`src/rtl/core_sequencer.sv`:
```
// Multi-cycle instruction sequencer: FETCH/DECODE/EXECUTE/MEM/WB control FSM with retired-instruction counter.
// Latency (zero-wait memory): BRANCH 3, ALU/LUI/AUIPC/JAL/JALR/STORE 4, LOAD 5 cycles; strobes are combinational from state.
// Backpressure: imem_req/dmem_req held until the matching ack; acks seen while the request is low are ignored.
// Optional feature: define ILLEGAL_TRAP_EN to trap on illegal opcodes (otherwise they retire as NOPs).
module core_sequencer #(
  parameter int INSTRET_W = 32
) (
  input  logic                 clk,
  input  logic                 rst,
  input  logic [6:0]           opcode,
  input  logic                 imem_ack,
  input  logic                 dmem_ack,
  input  logic                 branch_taken,
  output logic                 imem_req,
  output logic                 dmem_req,
  output logic                 dmem_we,
  output logic                 ir_we,
  output logic                 reg_we,
  output logic                 pc_we,
  output logic                 pc_sel,
  output logic                 retire,
  output logic                 trap,
  output logic [2:0]           state,
  output logic [INSTRET_W-1:0] instret
);

  localparam logic [6:0] OP_LUI    = 7'b0110111;
  localparam logic [6:0] OP_AUIPC  = 7'b0010111;
  localparam logic [6:0] OP_JAL    = 7'b1101111;
  localparam logic [6:0] OP_JALR   = 7'b1100111;
  localparam logic [6:0] OP_LOAD   = 7'b0000011;
  localparam logic [6:0] OP_STORE  = 7'b0100011;
  localparam logic [6:0] OP_BRANCH = 7'b1100011;
  localparam logic [6:0] OP_IMM    = 7'b0010011;
  localparam logic [6:0] OP_REG    = 7'b0110011;

  typedef enum logic [2:0] {
    S_FETCH   = 3'd0,
    S_DECODE  = 3'd1,
    S_EXECUTE = 3'd2,
    S_MEM     = 3'd3,
    S_WB      = 3'd4,
    S_TRAP    = 3'd5
  } state_t;

  state_t state_q;
  state_t state_nxt;
  logic   legal;

  assign state = state_q;

  // Opcode legality decode; 7'b0 (compressed/ignored) falls into the illegal set.
  always_comb begin
    legal = 1'b0;
    case (opcode)
      OP_LUI, OP_AUIPC, OP_JAL, OP_JALR, OP_LOAD,
      OP_STORE, OP_BRANCH, OP_IMM, OP_REG: legal = 1'b1;
      default:                             legal = 1'b0;
    endcase
  end

  // Next-state and strobe decode from the registered state; every strobe is squashed during reset.
  always_comb begin
    state_nxt = state_q;
    imem_req  = 1'b0;
    dmem_req  = 1'b0;
    dmem_we   = 1'b0;
    ir_we     = 1'b0;
    reg_we    = 1'b0;
    pc_we     = 1'b0;
    pc_sel    = 1'b0;
    retire    = 1'b0;
    case (state_q)
      S_FETCH: begin
        imem_req = 1'b1;
        if (imem_ack) begin
          ir_we     = 1'b1;
          state_nxt = S_DECODE;
        end
      end
      S_DECODE: begin
        if (legal) begin
          state_nxt = S_EXECUTE;
        end else begin
`ifdef ILLEGAL_TRAP_EN
          state_nxt = S_TRAP;
`else
          pc_we     = 1'b1;
          retire    = 1'b1;
          state_nxt = S_FETCH;
`endif
        end
      end
      S_EXECUTE: begin
        if (opcode == OP_LOAD || opcode == OP_STORE) begin
          state_nxt = S_MEM;
        end else if (opcode == OP_BRANCH) begin
          pc_we     = 1'b1;
          pc_sel    = branch_taken;
          retire    = 1'b1;
          state_nxt = S_FETCH;
        end else begin
          state_nxt = S_WB;
        end
      end
      S_MEM: begin
        dmem_req = 1'b1;
        dmem_we  = (opcode == OP_STORE);
        if (dmem_ack) begin
          if (opcode == OP_STORE) begin
            pc_we     = 1'b1;
            retire    = 1'b1;
            state_nxt = S_FETCH;
          end else begin
            state_nxt = S_WB;
          end
        end
      end
      S_WB: begin
        reg_we    = 1'b1;
        pc_we     = 1'b1;
        pc_sel    = (opcode == OP_JAL || opcode == OP_JALR);
        retire    = 1'b1;
        state_nxt = S_FETCH;
      end
`ifdef ILLEGAL_TRAP_EN
      S_TRAP:  state_nxt = S_TRAP;
`endif
      default: state_nxt = S_FETCH;
    endcase
    if (rst) begin
      imem_req = 1'b0;
      dmem_req = 1'b0;
      dmem_we  = 1'b0;
      ir_we    = 1'b0;
      reg_we   = 1'b0;
      pc_we    = 1'b0;
      pc_sel   = 1'b0;
      retire   = 1'b0;
    end
  end

  // State register and retired-instruction counter (wraps naturally at all-ones).
  always_ff @(posedge clk) begin
    if (rst) begin
      state_q <= S_FETCH;
      instret <= '0;
    end else begin
      state_q <= state_nxt;
      if (retire) instret <= instret + INSTRET_W'(1);
    end
  end

`ifdef ILLEGAL_TRAP_EN
  logic trap_q;

  // Trap flag tracks residence in TRAP; only reset leaves that state.
  always_ff @(posedge clk) begin
    if (rst) trap_q <= 1'b0;
    else     trap_q <= (state_nxt == S_TRAP);
  end

  assign trap = trap_q;
`else
  assign trap = 1'b0;
`endif

endmodule

```
`config.mk`:
```
export PLATFORM = sky130hd
export DESIGN_NAME = core_sequencer
export DESIGN_NICKNAME = d
export VERILOG_FILES = /design/src/rtl/core_sequencer.sv
export SDC_FILE = /design/constraint.sdc
export NUM_CORES = 1
export LEC_CHECK = 0
export CAP_MARGIN = 30
export CELL_PAD_IN_SITES_DETAIL_PLACEMENT = 1
export CELL_PAD_IN_SITES_GLOBAL_PLACEMENT = 1
export CORE_MARGIN = 2
export CORE_UTILIZATION = 32
export DETAILED_ROUTE_END_ITERATION = 16
export GPL_ROUTABILITY_DRIVEN = 0
export PLACE_DENSITY = 0.71
export SYNTH_ARGS = -nofsm -noshare
export SYNTH_HDL_FRONTEND = slang
export SYNTH_SLANG_ARGS = --single-unit
```
`constraint.sdc`:
```
create_clock -name clk -period 2 [get_ports clk]
set_clock_uncertainty 0.05 [all_clocks]
set_input_delay 0.2 -clock clk [delete_from_list [all_inputs] [get_ports clk]]
set_output_delay 0.2 -clock clk [all_outputs]
set_load 0.01 [all_outputs]
```
==> results.toml, run 1 <==
[run_status]
outcome = "finished with violations"
violations = "negative setup slack"

[drt]
wl_met2_mm = 4.05
vias_per_cell = 5.09
drt_iter0_markers = 75
routed.top_layer = "met4"
wl_met1_mm = 3.32
drtAntennaViolNets = 0
wl_met3_um = 190
drc = 0
drtPass1Iterations = 4
finalWirelength_mm = 7.76
vias = 2375
wire_per_inst_um = 16.6

[synth]
synthArstFlopShare_pct = 0
synth_ff_type = "dfxtp_1"
syn_inst = 264
synth_compound_area_share_pct = 16.4
ys_seq_area_share_pct = 29.9
syn_nets = 277
synth_top_family_by_area = "simple AND/OR/NAND/NOR gates"
synth_simple_gate_area_share_pct = 30.3
ys_ff_latch = 35
syn_area_sq_um = 2350
synth_cell_types = 51
yosys_warnings = 0
synthAdderAreaFrac_pct = 0.960
synth_edf_count = 0
muxShareOfSynthArea_pct = 17.1
synth.avg_cell_area_sq_um = 8.89
synthXorXnorAreaFrac_pct = 0.373

[worst_setup_path]
required_ps = 2140
crit_path_end_kind = "register"
worstPathMaxFanout = 5
crit_start = "state[2]$_SDFFE_PP0P_"
cp.arrival_ps = 2210
rr_startpoint = "state[2]$_SDFFE_PP0P_"
crit_type = "reg2reg"
cp-start-kind = "register"

[clocking]
cts.reportedPaths.clkPinSlew_ps = 80
htree_levels = 2
clockBufferDepth = 2
cts_tree = "done"
cts_buffers = 5
clkLatencyLatePin_ps = 290
cts.sinks = 35
clock-root-buffer = "clkbuf_8"
ctsHoldBuffers = 0

[timing]
drv_slew = 0
finalHoldViolCount = 0
rsz0062_at_grt = "true"
min_period_over_period_pct = 103
max_freq_mhz = 484
finalWorstSetupSlack_ps = -68.2
finalCriticalPeriod_ps = 2070
setup_viol = 20
hold_slack_ps = 291
setup_tns_ps = -813

[worst_hold_path]
min_path_type = "in2reg"
min_from = "rst"

[floorplanning]
rows = 31
fp.dieH_um = 89.6
dieArea_sq_um = 8030
fp.dieW_um = 89.6
core_sq_um = 7180
pin_count = 56
start_util_pct = 32.7

[layout]
layout-drive-gt1-share_pct = 39.9
layout_commonest_cell = "buf_4"
fin_nets = 380
final_cell_mix = "51 x buf_4, 39 x clkdlybuf4s50_1, 34 x nor2_1"
antenna_cells = 0
fillCellCount = 827
area_growth_pct = 60.5

[placed_design]
pre_cts_ws_ps = -554
io_buffers = 54
dp_hpwl_mm = 4.98

[global_routing]
grt_first_pass_wirelength_mm = 12.0
grt_max_degree = 31
grtUsageTotal_pct = 19.5
grt_overflow = 0
antenna_found_initial = 0
grt_pass1_vias = 2466

[power_and_ir_drop]
p_total_w = 0.00162
leakage_nw = 1.51
p_int_w = 0.00118
p_clk_share_pct = 36.3
pwr-share-comb_pct = 19.4
netSwitchingPower_w = 0.000440
ir_worst_vdd_v = 0.000193
power_density_nw_per_um2 = 430
p_seq_share_pct = 44.4
switching_share_pct = 27.1

[flow_run]
maxCapViolations = 0
## worst max-delay path, cell delays in order, from the launching register on
cell       delay (ps)
dfxtp_4           380
xnor2_4           150
a2111o_2          570
buf_12            180
a2111oi_4         300
mux2_4            330
## per-stage QoR
step,instances,utilization [%],cell area [sq um]
4_1_cts,462,51.0,3660
3_5_place_dp,447,45.9,3300
6_report,467,52.5,3770
2_1_floorplan,264,-,2350
5_1_grt,467,52.5,3770
3_3_place_gp,447,45.9,3300
## cell type report
cell class                      instances  area (sq um)  share of cell area [%]
Multi-Input combinational cell        208          1770                    47.0
Timing Repair Buffer                  113          1050                    27.8
Sequential cell                        35           709                    18.8
Tap cell                               99           124                    3.29
Clock buffer                            8           100                    2.66
Inverter                                4          15.0                   0.399
## worst paths after layout
check | to | slack [ps] | cells after the start
setup / recovery | instret[29]$_SDFFE_PP0P_ | -70 | 5
hold / removal | state[0]$_SDFFE_PP0P_ | 290 | 5
setup reg to reg | instret[29]$_SDFFE_PP0P_ | -70 | 5
hold reg to reg | instret[0]$_SDFFE_PP0P_ | 520 | 2
## repair_timing
action                     4_1_cts  5_1_grt
pin swaps                        4       11
buffers inserted                 5        7
setup endpoints to repair       36       32
resized for setup               53       27
cloned                           2        0
## per-layer routing
metal  global-route usage [%]  up-vias
met5                        0        -
met1                     22.5     1172
met3                     3.47       14
met4                     8.28        0
li1                         -     1143
met2                     35.1       46
## power groups by stage
stage	Clock, W	Sequential (W)	Combinational, W
2_1_floorplan	0	0.000737	0.000109
5_1_grt	0.000632	0.000719	0.000336
3_3_place_gp	0	0.000731	0.000233
3_5_place_dp	0	0.000731	0.000241
4_1_cts	0.000602	0.000715	0.000303
6_report	0.000588	0.000718	0.000314
## synthesized netlist by cell type, drive strengths merged, types with 2 or more instances
| master | instances | share of area [%] |
|---|---|---|
| and4 | 4 | 1.5 |
| a21oi | 22 | 7.6 |
| dfxtp | 35 | 30 |
| nand3 | 9 | 1.9 |
| o211a | 3 | 1.3 |
| nor3 | 4 | 0.85 |
| and3b | 2 | 0.80 |
| mux2 | 26 | 15 |
| nand4 | 11 | 3.2 |
| nor3b | 2 | 0.85 |
| buf | 8 | 2.7 |
| nor2b | 26 | 6.9 |
| nand2 | 15 | 2.4 |
| nor2 | 36 | 5.8 |
| clkbuf | 9 | 1.5 |
| and2 | 3 | 0.80 |
| mux2i | 4 | 1.7 |
| inv | 4 | 0.64 |
| a211oi | 4 | 1.3 |
| o211ai | 2 | 0.64 |
| a2111oi | 3 | 2.2 |
| nand2b | 6 | 1.6 |
| o21ai | 7 | 1.5 |
| and3 | 4 | 1.1 |
| nor4 | 3 | 1.7 |
## cell families after synthesis
family                   Yosys count
AND/OR/NAND/NOR                  128
AO/OA/AOI/OAI                     46
flip-flops                        35
multiplexers                      30
buffers and inverters             21
adder cells (fa/ha/maj)            2
other                              1
XOR/XNOR                           1
## registers in the layout, summed over array words and instances, names as in the netlist
register	flops
state	3
instret	32
No activity file was read; power rests on OpenSTA's default activity.
==> run 2: changes to the inputs <==
--- a/config.mk
+++ b/config.mk
@@ -12,6 +12,7 @@
 export CORE_UTILIZATION = 32
 export DETAILED_ROUTE_END_ITERATION = 16
 export GPL_ROUTABILITY_DRIVEN = 0
+export HOLD_SLACK_MARGIN = 0.1
 export PLACE_DENSITY = 0.71
 export SYNTH_ARGS = -nofsm -noshare
 export SYNTH_HDL_FRONTEND = slang
==> results of run 2 <==
Same layout as run 1: the final DEF is identical, and so are final timing and power.
==> run 3: changes to the inputs <==
--- a/config.mk
+++ b/config.mk
@@ -9,11 +9,11 @@
 export CELL_PAD_IN_SITES_DETAIL_PLACEMENT = 1
 export CELL_PAD_IN_SITES_GLOBAL_PLACEMENT = 1
 export CORE_MARGIN = 2
-export CORE_UTILIZATION = 32
+export CORE_UTILIZATION = 30
 export DETAILED_ROUTE_END_ITERATION = 16
 export GPL_ROUTABILITY_DRIVEN = 0
 export HOLD_SLACK_MARGIN = 0.1
-export PLACE_DENSITY = 0.71
+export PLACE_DENSITY = 0.67
 export SYNTH_ARGS = -nofsm -noshare
 export SYNTH_HDL_FRONTEND = slang
 export SYNTH_SLANG_ARGS = --single-unit
==> results.toml, run 3 (synthesis gave the netlist of run 1 again) <==
[run_status]
outcome = "finished with violations"
violations = "negative setup slack"

[drt]
drtPass1Iterations = 4
finalWirelength_mm = 7.50
drt_iter0_markers = 62
drc = 0
wire_per_inst_um = 16.0
vias_per_cell = 5.04
vias = 2361
drtAntennaViolNets = 0

[power_and_ir_drop]
leakage_nw = 1.50
power_density_nw_per_um2 = 453
pwr-share-comb_pct = 17.5
p_clk_share_pct = 40.4
netSwitchingPower_w = 0.000449
p_total_w = 0.00171
p_int_w = 0.00126
ir_worst_vdd_v = 0.000246
switching_share_pct = 26.3
p_seq_share_pct = 42.1

[timing]
setup_tns_ps = -583
min_period_over_period_pct = 104
finalCriticalPeriod_ps = 2090
drv_slew = 0
rsz0062_at_grt = "true"
slew_headroom_pct = 63.2
worstMarginPinSlew_ps = 551
finalWorstSetupSlack_ps = -87.0
finalHoldViolCount = 0
setup_viol = 13
max_freq_mhz = 479

[floorplanning]
rows = 32
pin_count = 56
start_util_pct = 30.7
fp.dieH_um = 92.4
dieArea_sq_um = 8540
fp.dieW_um = 92.4
core_sq_um = 7650

[layout]
area_growth_pct = 60.9
instances_no_fill = 468
largest_reg_flops = 32
final_cell_mix = "45 x buf_4, 41 x clkdlybuf4s50_1, 34 x nor2_1"
layout-drive-gt1-share_pct = 38.8
antenna_cells = 0
regMostFlops = "instret"
layout_commonest_cell = "buf_4"
fin_nets = 378
final_util_pct = 49.4

[worst_hold_path]
min_from = "rst"
min_path_type = "in2reg"

[global_routing]
grtUsageTotal_pct = 16.7
grt_first_pass_wirelength_mm = 11.5
grt_overflow = 0
grt_max_degree = 57
grt_pass1_vias = 2413
antenna_found_initial = 0

[clocking]
cts_tree = "done"
clockBufferDepth = 2
cts_buffers = 5
cts.reportedPaths.clkPinSlew_ps = 80
cts.sinks = 35
clock-root-buffer = "clkbuf_8"
htree_levels = 2
clkLatencyLatePin_ps = 290

[worst_setup_path]
crit_path_max_incr_delay_ps = 390
path_cells = "buf_6 > nor2b_1 > o211ai_1 > or2_4 > buf_12 > a2111oi_4 > mux2_4"
slowest_stage = "dfxtp_4"
cp-start-kind = "register"
crit_path_end_kind = "register"
worstPathMaxFanout = 8
path_buf_inv = 2
crit_family = "compound AO/OA/AOI/OAI gates"
crit_start = "state[0]$_SDFFE_PP0P_"
required_ps = 2140
crit_type = "reg2reg"
rr_startpoint = "state[0]$_SDFFE_PP0P_"
cp.arrival_ps = 2220

[placed_design]
io_buffers = 54
dp_hpwl_mm = 4.91
place_inst = 447

[flow_run]
maxCapViolations = 0
-- run 3: cell types whose count changed in the layout (fill, tap and decap cells not counted), moves of 2 or more --
cell | previous run | this run
dfxtp_1 | 32 | 30
dlymetal6s2s_1 | 3 | 1
dlygate4sd2_1 | 4 | 7
nor3_2 | 2 | 0
clkbuf_2 | 4 | 0
clkdlybuf4s50_1 | 39 | 41
buf_2 | 2 | 4
buf_6 | 2 | 9
a21oi_2 | 12 | 7
a21oi_4 | 8 | 12
dfxtp_2 | 1 | 3
buf_12 | 4 | 2
buf_4 | 51 | 45
a211oi_2 | 2 | 0
-- run 3: final cells by class --
| type | count | area, sq um |
|---|---|---|
| fill | 861 | 3870 |
| multi-input combinational | 208 | 1790 |
| timing repair buffer | 111 | 1010 |
| sequential | 35 | 712 |
| tap | 102 | 128 |
| clock buffer | 6 | 82.6 |
| clock inverter | 2 | 35.0 |
| inverter | 4 | 15.0 |
-- run 3: through the flow --
stage	cell area (sq um)	worst slack (ps)	hold slack (ps)
2_1_floorplan	2350	14.4	337
3_3_place_gp	3270	-583	493
3_5_place_dp	3270	-628	511
4_1_cts	3570	-100	320
5_1_grt	3770	-151	363
6_report	3770	-87.0	335
-- run 3: repair_timing --
item,in CTS,in global routing
hold buffers,0,0
setup buffers,8,5
cloned,0,0
setup endpoints to repair,36,29
gates resized for setup,46,37
endpoints found under the hold margin,0,0
pin swaps,4,12
-- run 3: power by group through the flow --
stage | Combinational [W] | Sequential (W) | Clock [W]
floorplan | 0.000109 | 0.000737 | 0
global placement | 0.000225 | 0.000731 | 0
detailed placement | 0.000231 | 0.000730 | 0
CTS | 0.000267 | 0.000716 | 0.000700
global route | 0.000323 | 0.000721 | 0.000732
finish | 0.000299 | 0.000720 | 0.000690
-- run 3: metal layers --
metal,share of wire [%],track usage (%),up-vias
li1,-,-,1141
met1,43,20.3,1163
met2,53,30.4,46
met3,2.4,2.12,11
met4,1.8,4.98,0
met5,0,0,-
-- run 3: final timing paths --
check	slack [ps]	depth (start not counted)	to
setup reg to reg	-90	7	instret[29]$_SDFFE_PP0P_
setup / recovery	-90	7	instret[29]$_SDFFE_PP0P_
hold / removal	340	5	state[0]$_SDFFE_PP0P_
hold reg to reg	520	2	instret[0]$_SDFFE_PP0P_
-- run 3: worst reg2reg max path, stage by stage, from the launching register on --
cell and delay [ps]:
dfxtp_4 390, buf_6 120, nor2b_1 100, o211ai_1 160, or2_4 310, buf_12 150
a2111oi_4 370, mux2_4 330
